--- config.mk ---
export PLATFORM = sky130hd
export DESIGN_NAME = riscv_mc_controller
export DESIGN_NICKNAME = d
export VERILOG_FILES = /design/src/rtl/riscv_mc_pkg.sv /design/src/rtl/riscv_mc_controller_alu_decoder.sv /design/src/rtl/riscv_mc_controller.sv
export SDC_FILE = /design/constraint.sdc
export NUM_CORES = 1
export LEC_CHECK = 0
export ABC_AREA = 1
export CAP_MARGIN = 20
export CORE_UTILIZATION = 35
export DETAILED_ROUTE_END_ITERATION = 10
export PLACE_DENSITY = 0.73
export SLEW_MARGIN = 20
export SYNTH_ARGS = -nofsm -noshare
export SYNTH_HDL_FRONTEND = slang
export SYNTH_SLANG_ARGS = --single-unit
--- constraint.sdc ---
create_clock -name i_clk -period 2.6 [get_ports i_clk]
set_input_delay 0.26 -clock i_clk [delete_from_list [all_inputs] [get_ports i_clk]]
set_output_delay 0.26 -clock i_clk [all_outputs]
set_load 0.01 [all_outputs]
--- src/rtl/riscv_mc_pkg.sv ---
// Shared encodings for the multi-cycle RISC-V main controller: states, opcodes,
// ALU operations and datapath mux selects.
package riscv_mc_pkg;

  typedef enum logic [3:0] {
    S_FETCH    = 4'd0,
    S_DECODE   = 4'd1,
    S_MEMADR   = 4'd2,
    S_MEMREAD  = 4'd3,
    S_MEMWB    = 4'd4,
    S_MEMWRITE = 4'd5,
    S_EXECR    = 4'd6,
    S_EXECI    = 4'd7,
    S_ALUWB    = 4'd8,
    S_BRANCH   = 4'd9,
    S_JAL      = 4'd10,
    S_JALR1    = 4'd11,
    S_JALR2    = 4'd12,
    S_LUI      = 4'd13
  } state_t;

  typedef enum logic [1:0] {
    ALU_CLS_ADD = 2'd0,
    ALU_CLS_R   = 2'd1,
    ALU_CLS_I   = 2'd2,
    ALU_CLS_BR  = 2'd3
  } alu_cls_t;

  localparam logic [6:0] OP_LOAD   = 7'b0000011;
  localparam logic [6:0] OP_STORE  = 7'b0100011;
  localparam logic [6:0] OP_RTYPE  = 7'b0110011;
  localparam logic [6:0] OP_ITYPE  = 7'b0010011;
  localparam logic [6:0] OP_BRANCH = 7'b1100011;
  localparam logic [6:0] OP_JAL    = 7'b1101111;
  localparam logic [6:0] OP_JALR   = 7'b1100111;
  localparam logic [6:0] OP_LUI    = 7'b0110111;

  localparam logic [2:0] ALU_ADD  = 3'b000;
  localparam logic [2:0] ALU_SUB  = 3'b001;
  localparam logic [2:0] ALU_AND  = 3'b010;
  localparam logic [2:0] ALU_OR   = 3'b011;
  localparam logic [2:0] ALU_XOR  = 3'b100;
  localparam logic [2:0] ALU_SLT  = 3'b101;
  localparam logic [2:0] ALU_SLTU = 3'b110;

  localparam logic [1:0] SRCA_PC    = 2'b00;
  localparam logic [1:0] SRCA_OLDPC = 2'b01;
  localparam logic [1:0] SRCA_REG   = 2'b10;
  localparam logic [1:0] SRCB_REG   = 2'b00;
  localparam logic [1:0] SRCB_IMM   = 2'b01;
  localparam logic [1:0] SRCB_FOUR  = 2'b10;
  localparam logic [1:0] RES_ALUOUT = 2'b00;
  localparam logic [1:0] RES_MEM    = 2'b01;
  localparam logic [1:0] RES_ALU    = 2'b10;
  localparam logic [1:0] RES_IMM    = 2'b11;

  localparam logic [2:0] IMM_I = 3'b000;
  localparam logic [2:0] IMM_S = 3'b001;
  localparam logic [2:0] IMM_B = 3'b010;
  localparam logic [2:0] IMM_J = 3'b011;
  localparam logic [2:0] IMM_U = 3'b100;

  function automatic logic op_supported(input logic [6:0] op);
    case (op)
      OP_LOAD, OP_STORE, OP_RTYPE, OP_ITYPE,
      OP_BRANCH, OP_JAL, OP_JALR, OP_LUI: op_supported = 1'b1;
      default:                            op_supported = 1'b0;
    endcase
  endfunction

  // blt is taken when slt produced 1 (non-zero); bge when it produced 0.
  function automatic logic branch_taken(input logic [2:0] funct3, input logic zero);
    case (funct3)
      3'b000:  branch_taken = zero;
      3'b001:  branch_taken = ~zero;
      3'b100:  branch_taken = ~zero;
      3'b101:  branch_taken = zero;
      default: branch_taken = 1'b0;
    endcase
  endfunction

endpackage

--- src/rtl/riscv_mc_controller_alu_decoder.sv ---
// ALU operation decoder: selects alu_control from the controller's state class
// and the instruction's funct3/funct7b5 fields.
module riscv_alu_decoder
  import riscv_mc_pkg::*;
(
  input  alu_cls_t   i_cls,
  input  logic [2:0] i_funct3,
  input  logic       i_funct7b5,
  output logic [2:0] o_alu_control
);

  always_comb begin
    o_alu_control = ALU_ADD;
    case (i_cls)
      ALU_CLS_R, ALU_CLS_I: begin
        case (i_funct3)
          3'b000:  o_alu_control = (i_cls == ALU_CLS_R && i_funct7b5) ? ALU_SUB : ALU_ADD;
          3'b010:  o_alu_control = ALU_SLT;
          3'b011:  o_alu_control = ALU_SLTU;
          3'b100:  o_alu_control = ALU_XOR;
          3'b110:  o_alu_control = ALU_OR;
          3'b111:  o_alu_control = ALU_AND;
          default: o_alu_control = ALU_ADD;
        endcase
      end
      ALU_CLS_BR: begin
        case (i_funct3)
          3'b000, 3'b001: o_alu_control = ALU_SUB;
          3'b100, 3'b101: o_alu_control = ALU_SLT;
          default:        o_alu_control = ALU_ADD;
        endcase
      end
      default: o_alu_control = ALU_ADD;
    endcase
  end

endmodule

--- src/rtl/riscv_mc_controller.sv ---
// Moore main controller of the multi-cycle RISC-V core: sequences each
// instruction and drives datapath mux selects and write enables.
module riscv_mc_controller
  import riscv_mc_pkg::*;
(
  input  logic       i_clk,
  input  logic       i_rst,
  input  logic [6:0] i_op,
  input  logic [2:0] i_funct3,
  input  logic       i_funct7b5,
  input  logic       i_zero,
  output logic       o_pc_write,
  output logic       o_adr_src,
  output logic       o_mem_write,
  output logic       o_ir_write,
  output logic       o_reg_write,
  output logic [1:0] o_result_src,
  output logic [1:0] o_alu_src_a,
  output logic [1:0] o_alu_src_b,
  output logic [2:0] o_imm_src,
  output logic [2:0] o_alu_control,
  output logic       o_illegal_op,
  output logic [3:0] o_state_dbg
);

  localparam state_t RESET_STATE = S_FETCH;

  state_t     r_state;
  alu_cls_t   w_alu_cls;
  logic [2:0] w_alu_control;

  // Reset lands in FETCH at once, so no write strobe of the aborted instruction survives.
  always_ff @(posedge i_clk or posedge i_rst) begin
    if (i_rst) begin
      r_state <= RESET_STATE;
    end else begin
      case (r_state)
        S_FETCH:  r_state <= S_DECODE;
        S_DECODE: begin
          case (i_op)
            OP_LOAD, OP_STORE: r_state <= S_MEMADR;
            OP_RTYPE:          r_state <= S_EXECR;
            OP_ITYPE:          r_state <= S_EXECI;
            OP_BRANCH:         r_state <= S_BRANCH;
            OP_JAL:            r_state <= S_JAL;
            OP_JALR:           r_state <= S_JALR1;
            OP_LUI:            r_state <= S_LUI;
            default:           r_state <= S_FETCH;
          endcase
        end
        S_MEMADR:   r_state <= (i_op == OP_STORE) ? S_MEMWRITE : S_MEMREAD;
        S_MEMREAD:  r_state <= S_MEMWB;
        S_EXECR:    r_state <= S_ALUWB;
        S_EXECI:    r_state <= S_ALUWB;
        S_JAL:      r_state <= S_ALUWB;
        S_JALR1:    r_state <= S_JALR2;
        S_JALR2:    r_state <= S_ALUWB;
        default:    r_state <= S_FETCH;
      endcase
    end
  end

  always_comb begin
    case (r_state)
      S_EXECR:  w_alu_cls = ALU_CLS_R;
      S_EXECI:  w_alu_cls = ALU_CLS_I;
      S_BRANCH: w_alu_cls = ALU_CLS_BR;
      default:  w_alu_cls = ALU_CLS_ADD;
    endcase
  end

  riscv_alu_decoder u_alu_decoder (
    .i_cls         (w_alu_cls),
    .i_funct3      (i_funct3),
    .i_funct7b5    (i_funct7b5),
    .o_alu_control (w_alu_control)
  );

  always_comb begin
    o_pc_write    = 1'b0;
    o_adr_src     = 1'b0;
    o_mem_write   = 1'b0;
    o_ir_write    = 1'b0;
    o_reg_write   = 1'b0;
    o_result_src  = RES_ALUOUT;
    o_alu_src_a   = SRCA_PC;
    o_alu_src_b   = SRCB_REG;
    o_imm_src     = IMM_I;
    o_alu_control = w_alu_control;
    o_illegal_op  = 1'b0;
    case (r_state)
      S_FETCH: begin
        o_ir_write   = 1'b1;
        o_pc_write   = 1'b1;
        o_alu_src_b  = SRCB_FOUR;
        o_result_src = RES_ALU;
      end
      S_DECODE: begin
        o_alu_src_a  = SRCA_OLDPC;
        o_alu_src_b  = SRCB_IMM;
        o_illegal_op = ~op_supported(i_op);
        case (i_op)
          OP_STORE:  o_imm_src = IMM_S;
          OP_BRANCH: o_imm_src = IMM_B;
          OP_JAL:    o_imm_src = IMM_J;
          OP_LUI:    o_imm_src = IMM_U;
          default:   o_imm_src = IMM_I;
        endcase
      end
      S_MEMADR, S_EXECI, S_JALR1: begin
        o_alu_src_a = SRCA_REG;
        o_alu_src_b = SRCB_IMM;
      end
      S_MEMREAD:  o_adr_src = 1'b1;
      S_MEMWB: begin
        o_result_src = RES_MEM;
        o_reg_write  = 1'b1;
      end
      S_MEMWRITE: begin
        o_adr_src   = 1'b1;
        o_mem_write = 1'b1;
      end
      S_EXECR:    o_alu_src_a = SRCA_REG;
      S_ALUWB:    o_reg_write = 1'b1;
      S_BRANCH: begin
        o_alu_src_a = SRCA_REG;
        o_pc_write  = branch_taken(i_funct3, i_zero);
      end
      // Target already sits in ALUOut; the ALU meanwhile forms OldPC+4 for rd.
      S_JAL, S_JALR2: begin
        o_alu_src_a = SRCA_OLDPC;
        o_alu_src_b = SRCB_FOUR;
        o_pc_write  = 1'b1;
      end
      S_LUI: begin
        o_imm_src    = IMM_U;
        o_result_src = RES_IMM;
        o_reg_write  = 1'b1;
      end
      default: o_alu_control = ALU_ADD;
    endcase
  end

  assign o_state_dbg = r_state;

endmodule

# Word level (Yosys, flattened, before mapping)
# Index checks and enable logic that the tools add are counted.
# word_totals
register_bits	4
in_bits	14
output_inout_bits	22
wordCells	75
# classes
n_eq_ne	31
mux	23
n_bitwise	2
reduce_logical	18
# op_table
cell	count
4-bit case mux with 7 select lines	1
4-bit == test, second input constant	6
4-bit case mux with 6 select lines	1
7-bit by 6-bit == test with 1-bit output, second input constant	3
7-bit == test, second input constant	3
3-bit case mux with 2 select lines	3
3-bit case mux with 6 select lines	1
4-bit by 3-bit == test with 1-bit output, second input constant	4
14-bit OR reduction	1
2-bit OR reduction	7
3-bit == test, second input constant	4
2-bit case mux with 3 select lines	2
3-bit case mux with 4 select lines	1
3-bit OR reduction	3
4-bit by 2-bit == test with 1-bit output, second input constant	2
1-bit 2-to-1 mux	8
2-bit case mux with 2 select lines	2
4-bit OR reduction	2
8-bit OR reduction	1
7-bit by 2-bit == test with 1-bit output, second input constant	1
7-bit by 5-bit == test with 1-bit output, second input constant	1
3-bit by 2-bit == test with 1-bit output, second input constant	2
3-bit 2-to-1 mux	2
5-bit OR reduction	1
other kinds (9)	12

# Logic depth before layout (Yosys ltp)
# logic_depth
word_depth	8
mapped_depth	11
depth_no_buf	11

# Hierarchy
# From an unflattened synthesis, not the netlist that was laid out.
# hier_totals
cells_unflattened	126
area_unflattened_um2	724.4
# modules_own_cells
mod	n_inst	cells_per_inst	area_each_um2	seq_area_each_um2
riscv_mc_controller	1	103	591.8	100.1
riscv_alu_decoder	1	23	132.6	0.0

# Least setup slack after synthesis
# No wires, ideal clock.
# synth_path
path_type	flip-flop to output port
from	register r_state[1] (netlist: o_state_dbg[1])
to	output o_alu_control[2]
t_arrival_ns	1.763
required_ns	2.340
slack_ns	0.577
path_stages_with_launch	10
path_cell_list	dfrtp_1 inv_2 nand2_4 nor2_2 a31oi_2 inv_1 ha_1 inv_1 nand3_1 a211oi_1
# synth_via
elab_chain_cells	6
word_cells_on_any_way	22
classes_between	eq/ne: 16; mux: 3; reduce/logical: 3
# synth_rtl
item	line	text
start, declared	riscv_mc_controller.sv:28	state_t r_state;
start signal, assigned	riscv_mc_controller.sv:51	S_MEMADR: r_state <= (i_op == OP_STORE) ? S_MEMWRITE : S_MEMREAD;
4-bit == test or 4-bit by 3-bit == test with 1-bit output (tied branches)	riscv_mc_controller.sv:64, riscv_mc_controller.sv:91	
2-bit case mux with 3 select lines	riscv_mc_controller.sv:64	case (r_state)
2-bit == test or 2-bit by 1-bit == test with 1-bit output (tied branches)	riscv_mc_controller_alu_decoder.sv:14	case (i_cls)
2-bit OR reduction	riscv_mc_controller_alu_decoder.sv:14	
3-bit case mux with 2 select lines	riscv_mc_controller_alu_decoder.sv:14	
3-bit 2-to-1 mux *	riscv_mc_controller.sv:91	case (r_state)
end, declared	riscv_mc_controller.sv:21	output logic [2:0] o_alu_control,
# Every way passes the cells marked *; elsewhere a longest branch is shown, timed or not.

# Final worst setup path
# layout_path
from	register r_state[0] (netlist: o_state_dbg[0])
to	output o_alu_control[0]
# layout_via
elab_chain_cells	8
word_cells_on_any_way	25
classes_between	eq/ne: 16; mux: 5; reduce/logical: 4
# layout_rtl
item	line	text
4-bit == test or 4-bit by 3-bit == test with 1-bit output (tied branches)	riscv_mc_controller.sv:64, riscv_mc_controller.sv:91	
2-bit case mux with 3 select lines	riscv_mc_controller.sv:64	
2-bit by 1-bit == test with 1-bit output	riscv_mc_controller_alu_decoder.sv:14, riscv_mc_controller_alu_decoder.sv:17	
1-bit logical AND	riscv_mc_controller_alu_decoder.sv:17	3'b000: o_alu_control = (i_cls == ALU_CLS_R && i_funct7b5) ? ALU_SUB : ALU_ADD;
1-bit 2-to-1 mux	riscv_mc_controller_alu_decoder.sv:17	
3-bit case mux with 6 select lines	riscv_mc_controller_alu_decoder.sv:16	case (i_funct3)
3-bit case mux with 2 select lines	riscv_mc_controller_alu_decoder.sv:14	
3-bit 2-to-1 mux *	riscv_mc_controller.sv:91	
# Marked as above.

==> results.sh <==
export IMPL_status="finished clean"
export IMPL_clkPwrFrac=0.125
export IMPL_synth_edff_count=0
export IMPL_mappedNetlistNets=139
export IMPL_synthesis_area_per_instance_um2=5.52
export IMPL_cts_htree_levels=1
export IMPL_cellLeakagePower_uw=0.000583
export IMPL_core_area_mm2=0.00176
export IMPL_buffer_ports_inserted=35
export IMPL_drt_pass1_iter_count=4
export IMPL_cts_root_buf="sky130_fd_sc_hd__clkbuf_4"
export IMPL_n_antenna_cell=0
export IMPL_layout_worst_path_cycle_share=0.916
export IMPL_cp_data_arrival_time_ps=2120
export IMPL_cts_buffers=3
export IMPL_largest_reg_flops=4
export IMPL_synthSimpleGateAreaFrac=0.500
export IMPL_final_net_count=182
export IMPL_synth_top_flop_cell="sky130_fd_sc_hd__dfrtp_1"
export IMPL_proportion_of_power_drawn_by_flip_flops_and_latches=0.156
export IMPL_min_period_ps=2380
export IMPL_max_slew_margin=0.817
export IMPL_std_cell_rows=15
export IMPL_pwr_density_cell_mw_per_mm2=545
export IMPL_routed_wl_mm=1.87
export IMPL_synth_adder_area_share=0.0558
export IMPL_area_growth_synth_to_final_pct=66.9
export IMPL_syn_instance_count=122
export IMPL_tritoncts_num_sinks=4
export IMPL_antenna_violating_nets_post_route=0
export IMPL_finalInstanceArea_mm2=0.00112
export IMPL_yosysSeqAreaShare=0.149
export IMPL_synthesis_yosys_warnings=0
export IMPL_synth_compound_gate_area_share=0.154
export IMPL_crit_slowest_cell="sky130_fd_sc_hd__dfrtp_2"
export IMPL_cp_top_family="buffers and inverters"
export IMPL_syn_cell_area_um2=673
export IMPL_route_detailed_wl_per_inst_um=9.95
export IMPL_worst_hold_path_type="input port to asynchronous set/reset pin"
export IMPL_ys_async_rst_share=1.00
export IMPL_placed_area_mm2=0.00106
export IMPL_comb_power_share=0.718
export IMPL_rsz0062_at_grt="no"
export IMPL_synth_most_common_cell="sky130_fd_sc_hd__nand2_1"
export IMPL_critical_path_top_cell_by_count="sky130_fd_sc_hd__inv_1"
export IMPL_internal_power_uw=350
export IMPL_peakVddDrop_uv=329
export IMPL_dieHeight_um=45.9
export IMPL_grt_pass1_wl_mm=2.94
export IMPL_grt_overflow=0
export IMPL_effective_utilization_at_floorplan=0.382
export IMPL_synth_mux_area_fraction=0
export IMPL_switching_share=0.429
export IMPL_post_synth_num_cell_types=24
export IMPL_route_detailed_vias_per_inst=4.88
export IMPL_final_layout_size_suffix_gt1_frac=0.129
export IMPL_timing_critical_path_required_ps=2340
export IMPL_critical_path_max_stage_delay_ps=440
export IMPL_clock_insertion_delay_worst_skew_ps=240
export IMPL_maxCapViolations=0
export IMPL_die_area_mm2=0.00210
export IMPL_timing_final_hold_violations=0
export IMPL_worst_setup_path_type="register to primary output"
export IMPL_detailedRoute_firstIterationViolations=15
export IMPL_worstPathBufferInverterCount=3
export IMPL_synth_area_leaders="sky130_fd_sc_hd__nand2_1 20%, sky130_fd_sc_hd__dfrtp_1 15%, sky130_fd_sc_hd__inv_1 12%, sky130_fd_sc_hd__nor2_1 8.9%, sky130_fd_sc_hd__nand3_1 8.2%"
export IMPL_yosys_area_top_type_share=0.195
export IMPL_largest_family_of_logic_cells_by_synthesized_area="simple AND/OR/NAND/NOR gates"
export IMPL_globalRouteTotalUtil=0.194
export IMPL_tightest_slew_ps=273
export IMPL_synth_seq_cells=4
export IMPL_clock_fmax_ghz=0.420
export IMPL_final_setup_viol_count=0
export IMPL_setup_tns_final_ps=0
export IMPL_drc_errors=0
export IMPL_gp_congestion=0.859
export IMPL_dieWidth_um=45.9
export IMPL_grt_antenna_before_repair=0
export IMPL_via_count=918
export IMPL_fraction_of_synthesized_cell_area_in_xor_and_xnor_cells=0.0130
export IMPL_finalMaxSlewViolations=0
export IMPL_final_setup_skew_ps=5.96
export IMPL_via_count_of_the_first_global_routing_pass=789
export IMPL_crit_fanout=6
export IMPL_i_o_pin_count=36
export IMPL_switching_power_total_uw=263
export IMPL_tritoncts="built"
export IMPL_ys_top_cells_by_count="35 x sky130_fd_sc_hd__nand2_1, 22 x sky130_fd_sc_hd__inv_1, 16 x sky130_fd_sc_hd__nor2_1"
export IMPL_grt_start_max_net_pins=8
export IMPL_critPathLaunchType="register"
export IMPL_place_hpwl_mm=1.55
export IMPL_clk_transition_reported_paths_ps=40
export IMPL_worst_hold_slack_ps=209
export IMPL_largest_buffer_count_on_any_clock_path=2
export IMPL_crit_path_cell_trace="nand2_4 -> nor2_4 -> a31oi_4 -> inv_1 -> ha_1 -> inv_1 -> nand2_1 -> o21ai_1 -> a21oi_1 -> nor2_1 -> dlygate4sd2_1"
export IMPL_synth_top_cell_by_area="sky130_fd_sc_hd__nand2_1"
export IMPL_end_kind="primary output"
export IMPL_design_power_total_uw=612
## worst reg2reg max path: cells and delay by family (launching register included)
kind            cells  cell delay [ps]
compound gates      1              110
buf+inv             3              340
flops               1              400
simple gates        3              340
## cells in the final DEF, fill, tap and decap left out
cell type / n
sky130_fd_sc_hd__a211oi_1: 1
sky130_fd_sc_hd__a21oi_1: 4
sky130_fd_sc_hd__a21oi_2: 1
sky130_fd_sc_hd__a22oi_1: 1
sky130_fd_sc_hd__a31oi_4: 1
sky130_fd_sc_hd__and3_1: 1
sky130_fd_sc_hd__buf_4: 3
sky130_fd_sc_hd__clkbuf_4: 3
sky130_fd_sc_hd__clkdlybuf4s50_1: 32
sky130_fd_sc_hd__dfrtp_1: 3
sky130_fd_sc_hd__dfrtp_2: 1
sky130_fd_sc_hd__dlygate4sd2_1: 2
sky130_fd_sc_hd__dlymetal6s2s_1: 1
sky130_fd_sc_hd__ha_1: 3
sky130_fd_sc_hd__inv_1: 21
sky130_fd_sc_hd__inv_2: 2
sky130_fd_sc_hd__nand2_1: 34
sky130_fd_sc_hd__nand2_2: 2
sky130_fd_sc_hd__nand2_4: 1
sky130_fd_sc_hd__nand3_1: 11
sky130_fd_sc_hd__nand3_2: 1
sky130_fd_sc_hd__nor2_1: 15
sky130_fd_sc_hd__nor2_2: 2
sky130_fd_sc_hd__nor2_4: 2
sky130_fd_sc_hd__nor3_1: 1
sky130_fd_sc_hd__nor3_2: 2
sky130_fd_sc_hd__nor3b_1: 1
sky130_fd_sc_hd__o21ai_0: 4
sky130_fd_sc_hd__o21ai_1: 5
sky130_fd_sc_hd__o22ai_1: 1
sky130_fd_sc_hd__xor2_1: 1
## power groups by stage
stage | logic (uW) | clock network (uW) | registers (uW)
global route | 480 | 85.2 | 97.9
CTS | 442 | 78.7 | 95.2
finish | 440 | 76.8 | 95.5
detailed placement | 424 | 0 | 94.6
floorplan | 199 | 0 | 99.9
global placement | 424 | 0 | 93.8
## path summary, 6_finish.rpt
kind	startpoint	end	slack [ps]	cells past startpoint
hold / removal	i_rst	o_state_dbg[2]	210	2
hold reg to reg	o_state_dbg[2]	o_state_dbg[0]	630	3
min in group i_clk	o_state_dbg[2]	o_state_dbg[0]	630	3
setup / recovery	o_state_dbg[0]	o_alu_control[0]	220	11
setup reg to reg	o_state_dbg[1]	o_state_dbg[3]	1340	7
max in group asynchronous	i_rst	o_state_dbg[0]	2230	2
## metrics by stage
stage | std cells | worst slack (ps) | util
floorplan | 122 | 577 | -
global placement | 183 | 176 | 0.602
detailed placement | 183 | 103 | 0.602
CTS | 188 | 2.47 | 0.635
global route | 188 | 42.2 | 0.637
finish | 188 | 218 | 0.637
## routing by layer
metal | routed length [um] | global-route usage | vias up
met3 | 101 | 0.0238 | 3
met4 | 19 | 0.118 | 0
met5 | 0 | 0 | -
met2 | 1020 | 0.355 | 38
li1 | - | - | 470
met1 | 736 | 0.207 | 407
## timing repair
item                       CTS  global route
hold buffers                 0             0
gates resized for setup      9             2
pin swaps                    1             0
setup buffers                2             0
setup endpoints to repair    3             2
## kinds of logic (layout without fill, tap and decap cells)
| group | count (synthesis) | after routing |
|---|---|---|
| flops | 4 | 4 |
| fa+ha+maj | 3 | 3 |
| simple gates | 73 | 73 |
| compound gates | 18 | 18 |
| xor+xnor | 1 | 1 |
| buf+inv | 23 | 64 |
## layout make-up
class                   count  area [um^2]
multi-input cells          95          509
well taps                  25         31.3
clock buffers               3         22.5
inverters                  23         86.3
fillers                   188          641
flip-flops and latches      4          101
repair buffers             38          373
Note: power is estimated with default switching activity, not from simulation.
